`src/rtl/aipp_core.sv`:
```
// aipp_core: voltage-health driven traffic throttle.
// Three-state controller (NOMINAL / THROTTLE / ALERT) that turns a 4-bit
// voltage health code into a permitted traffic rate and a critical-voltage
// interrupt. A critical sample wins on every edge; all other moves need a
// valid telemetry sample. Outputs are registered from the next state, so they
// track the state register on the same edge.
module aipp_core (
  input  logic        clk,
  input  logic        rst,
  input  logic [3:0]  v_health,
  input  logic        telemetry_vld,
  input  logic [7:0]  throttle_threshold,
  input  logic [7:0]  recovery_target,
  output logic [15:0] rate_limit_bps,
  output logic        intr_alert
);

  typedef enum logic [1:0] {
    NOMINAL  = 2'd0,
    THROTTLE = 2'd1,
    ALERT    = 2'd2
  } state_t;

  localparam logic [15:0] RATE_NOMINAL  = 16'hFFFF;
  localparam logic [15:0] RATE_THROTTLE = 16'h4000;
  localparam logic [15:0] RATE_ALERT    = 16'h0000;

  state_t      state;
  state_t      state_nxt;
  logic [7:0]  h8;
  logic        critical;
  logic        below_thr;
  logic        recovered;
  logic        alert_exit;
  logic [15:0] rate_nxt;
  logic        intr_nxt;

  // Scaled health: a 4-bit code shifted into the top nibble never overflows.
  assign h8         = {v_health, 4'b0000};
  assign critical   = (v_health < 4'd2);
  assign below_thr  = (h8 < throttle_threshold);
  // Needs both thresholds so a recovery target programmed below the entry
  // threshold cannot make NOMINAL and THROTTLE chase each other.
  assign recovered  = (h8 >= recovery_target) && (h8 >= throttle_threshold);
  // 2..3 is the hysteresis band that keeps ALERT latched.
  assign alert_exit = (v_health >= 4'd4);

  // Next-state and decoded next outputs.
  always_comb begin
    state_nxt = state;
    if (critical) begin
      state_nxt = ALERT;
    end else if (telemetry_vld) begin
      unique case (state)
        NOMINAL:  if (below_thr) state_nxt = THROTTLE;
        THROTTLE: if (recovered) state_nxt = NOMINAL;
        ALERT:    if (alert_exit) state_nxt = recovered ? NOMINAL : THROTTLE;
        default:  state_nxt = NOMINAL;
      endcase
    end

    rate_nxt = RATE_NOMINAL;
    intr_nxt = 1'b0;
    unique case (state_nxt)
      NOMINAL:  rate_nxt = RATE_NOMINAL;
      THROTTLE: rate_nxt = RATE_THROTTLE;
      ALERT: begin
        rate_nxt = RATE_ALERT;
        intr_nxt = 1'b1;
      end
      default:  rate_nxt = RATE_NOMINAL;
    endcase
  end

  // State and output registers; reset overrides the critical transition.
  always_ff @(posedge clk) begin
    if (rst) begin
      state          <= NOMINAL;
      rate_limit_bps <= RATE_NOMINAL;
      intr_alert     <= 1'b0;
    end else begin
      state          <= state_nxt;
      rate_limit_bps <= rate_nxt;
      intr_alert     <= intr_nxt;
    end
  end

endmodule

```
`config.mk`:
```
export PLATFORM = sky130hd
export DESIGN_NAME = aipp_core
export DESIGN_NICKNAME = d
export VERILOG_FILES = /design/src/rtl/aipp_core.sv
export SDC_FILE = /design/constraint.sdc
export NUM_CORES = 1
export LEC_CHECK = 0
export ABC_AREA = 1
export CAP_MARGIN = 15
export CORE_UTILIZATION = 34
export CTS_CLUSTER_DIAMETER = 40
export DETAILED_ROUTE_END_ITERATION = 12
export PLACE_DENSITY = 0.79
export SETUP_SLACK_MARGIN = 0.5
export SYNTH_ARGS = -nofsm -noshare
export SYNTH_HDL_FRONTEND = slang
export SYNTH_SLANG_ARGS = --single-unit
```
`constraint.sdc`:
```
create_clock -name clk -period 2.52 [get_ports clk]
set_clock_uncertainty 0.15 [all_clocks]
set_input_delay 0.252 -clock clk [delete_from_list [all_inputs] [get_ports clk]]
set_output_delay 0.252 -clock clk [all_outputs]
set_load 0.01 [all_outputs]
```
==> flow_metrics.tcl <==
set metrics [dict create \
    placement_cell_area_um2 871 \
    synth.avg_cell_area_um2 6.73 \
    io_buffer_count 39 \
    met2_length_um 634 \
    setup_violations 0 \
    worst_hold_path_type "reg2reg" \
    n_fill_cell 131 \
    post_synth_inst_count 84 \
    dp_hpwl_um 1010 \
    initial_utilization 0.371 \
    layout-drive-gt1-share 0.158 \
    cts.path.max_buffers 2 \
    leading_cell_types_in_the_layout_fill_and_taps_excluded "sky130_fd_sc_hd__clkdlybuf4s50_1 (29), sky130_fd_sc_hd__nand2_1 (20), sky130_fd_sc_hd__inv_1 (13)" \
    die_w_um 42.8 \
    total_power_uw 364 \
    worst_hold_check_slack_ps 356 \
    cp-start-kind "input port" \
    worst-r2r-setup-slack_ps 1000 \
    pre_cts_ws_ps 105 \
    cp_data_required_time_ps 2500 \
    top_layer "met4" \
    clk_pin_slew_worst_paths_ps 40 \
    maxSlewViolCount 0 \
    setup.worst_path.end_class "flop" \
    cell_total_after_placement 125 \
    route.detailed.drc 0 \
    io_pins 40 \
    fmaxAchievable_mhz 515 \
    cts_buf_count 3 \
    static-leakage-power_nw 0.508 \
    insertedDiodeCount 0 \
    grt_antenna_before_repair 0 \
    path_cells "clkdlybuf4s50_1, inv_1, ha_4, nand2_2, nor3_2, nand2_1, o211ai_1, nand2_1, nand2_2, ha_4, or2_4" \
    wire_length_of_the_first_global_routing_pass_um 2060 \
    synth_warnings 0 \
    design.core.area_mm2 0.00152 \
    area.sequential_um2 100 \
    final.setup.tns_ps 0 \
    cts.root.buffer_cell "sky130_fd_sc_hd__clkbuf_4" \
    critPathSlowestCell "sky130_fd_sc_hd__clkdlybuf4s50_1" \
    worstSkewPairLatency_ps 240 \
    critPathKind "in2reg" \
    nNetsFinal 148 \
    critical_path.max_fanout 2 \
    vias 586 \
    max_cap_violation_count 0 \
    synth_top_area_frac 0.221 \
    grt_max_degree 16 \
    dr.pass1.iters 4 \
    vias_per_cell 4.51 \
    grt.overflow.total 0 \
    ys_ff_latch 5 \
    ys_types 15 \
    timing.critical_path.slowest_cell_delay_ps 460 \
    routed_wire_length_per_instance_um 9.54 \
    track_usage 0.151 \
    synth_seq_area_share 0.177 \
    first_global_vias 548 \
    slew_headroom 0.745 \
    syn_area_um2 566 \
    routed_wl_um 1240 \
    detail_route.wirelength.met1_um 502 \
    period_minus_slack_ps 1940 \
    worst-slew-pin-transition_ps 381 \
    multiInputGateArea_um2 369 \
    synth.area.top_cells "sky130_fd_sc_hd__ha_1 (22%), sky130_fd_sc_hd__buf_4 (19%), sky130_fd_sc_hd__dfxtp_1 (18%)" \
    rsz0062_at_grt "no" \
    synth_nets 117 \
    antenna_left 0 \
    layoutNonFillerInstCount 130 \
    rows 14 \
    layout_commonest_cell "sky130_fd_sc_hd__clkdlybuf4s50_1" \
    tritoncts_num_sinks 5 \
    tritoncts_clock_tree "yes" \
    clock_tree.htree_level_count 1 \
    flow.area_growth_from_synthesis_pct 73.2 \
    report.final.hold_viol_count 0 \
    die_area_mm2 0.00183 \
    final_area_um2 980 \
    ir_worst_vdd_mv 0.362 \
    final_core_utilization 0.643 \
    layout_worst_path_cycle_share 0.771 \
    worst-endpoint-arrival_ps 1930 \
    fin_ws_ps 578 \
    run_status "completed" \
    die_height_um 42.8 \
    route.met3.wl_um 95 \
    dr.first_iter.drc_count 4 \
    cellPowerDensity_mw_per_mm2 371 \
    yosys.area.top_type "sky130_fd_sc_hd__ha_1" \
    place_congestion 0.781 \
]
==> final cells by class <==
| cell class | count | share of cell area |
|---|---|---|
| sequential | 5 | 0.102 |
| tap | 16 | 0.0204 |
| timing repair buffer | 40 | 0.416 |
| inverter | 15 | 0.0575 |
| multi-input combinational | 50 | 0.377 |
| clock buffer | 4 | 0.0268 |
==> flip-flops by register name, summed over array words and instances (netlist names) <==
name	count
rate_limit_bps	2
state	2
intr_alert	1
==> synthesized netlist by cell type (all sizes together) <==
cell type	count
nand2	22
inv	15
buf	14
ha	10
nor2	6
a21oi	5
dfxtp	5
nor3	2
or2	2
nand3	1
o211ai	1
o21ai	1
==> cells by family after synthesis <==
kind of cell / count (synthesis) / synth area share
compound gates: 7 / 0.0730
fa+ha+maj: 10 / 0.221
buf+inv: 29 / 0.285
flops: 5 / 0.177
simple gates: 33 / 0.243
==> per-layer routing <==
layer | vias up | global-route usage
met3 | 2 | 0.0723
met1 | 251 | 0.159
met5 | - | 0
met4 | 0 | 0.0625
li1 | 304 | -
met2 | 29 | 0.255
==> repair_timing <==
item | 4_1_cts | 5_1_grt
pin swaps | 10 | 12
resized for setup | 8 | 13
setup endpoints to repair | 1 | 2
hold buffers | 0 | 0
hold endpoints to repair | 0 | 0
buffers inserted | 1 | 0
==> worst max-delay path: cells and delay by family <==
kind | cells | cell delay [ps]
simple gates | 6 | 610
buf+inv | 2 | 520
fa+ha+maj | 2 | 470
compound gates | 1 | 80
==> where the power goes <==
group	internal (mW)	switching (mW)	total, mW
clock network	0.0599	0.0326	0.0925
registers	0.0849	0.00813	0.0930
logic	0.108	0.0702	0.178
==> path summary, 6_finish.rpt <==
check,startpoint,to,cells after the start
max,throttle_threshold[7],rate_limit_bps[13]$_SDFF_PP1_,11
min,state[1]$_SDFF_PP0_,state[1]$_SDFF_PP0_,2
max reg2reg,state[0]$_SDFF_PP0_,rate_limit_bps[13]$_SDFF_PP1_,7
min reg2reg,state[1]$_SDFF_PP0_,state[1]$_SDFF_PP0_,2
(Power assumes the default switching activity.)
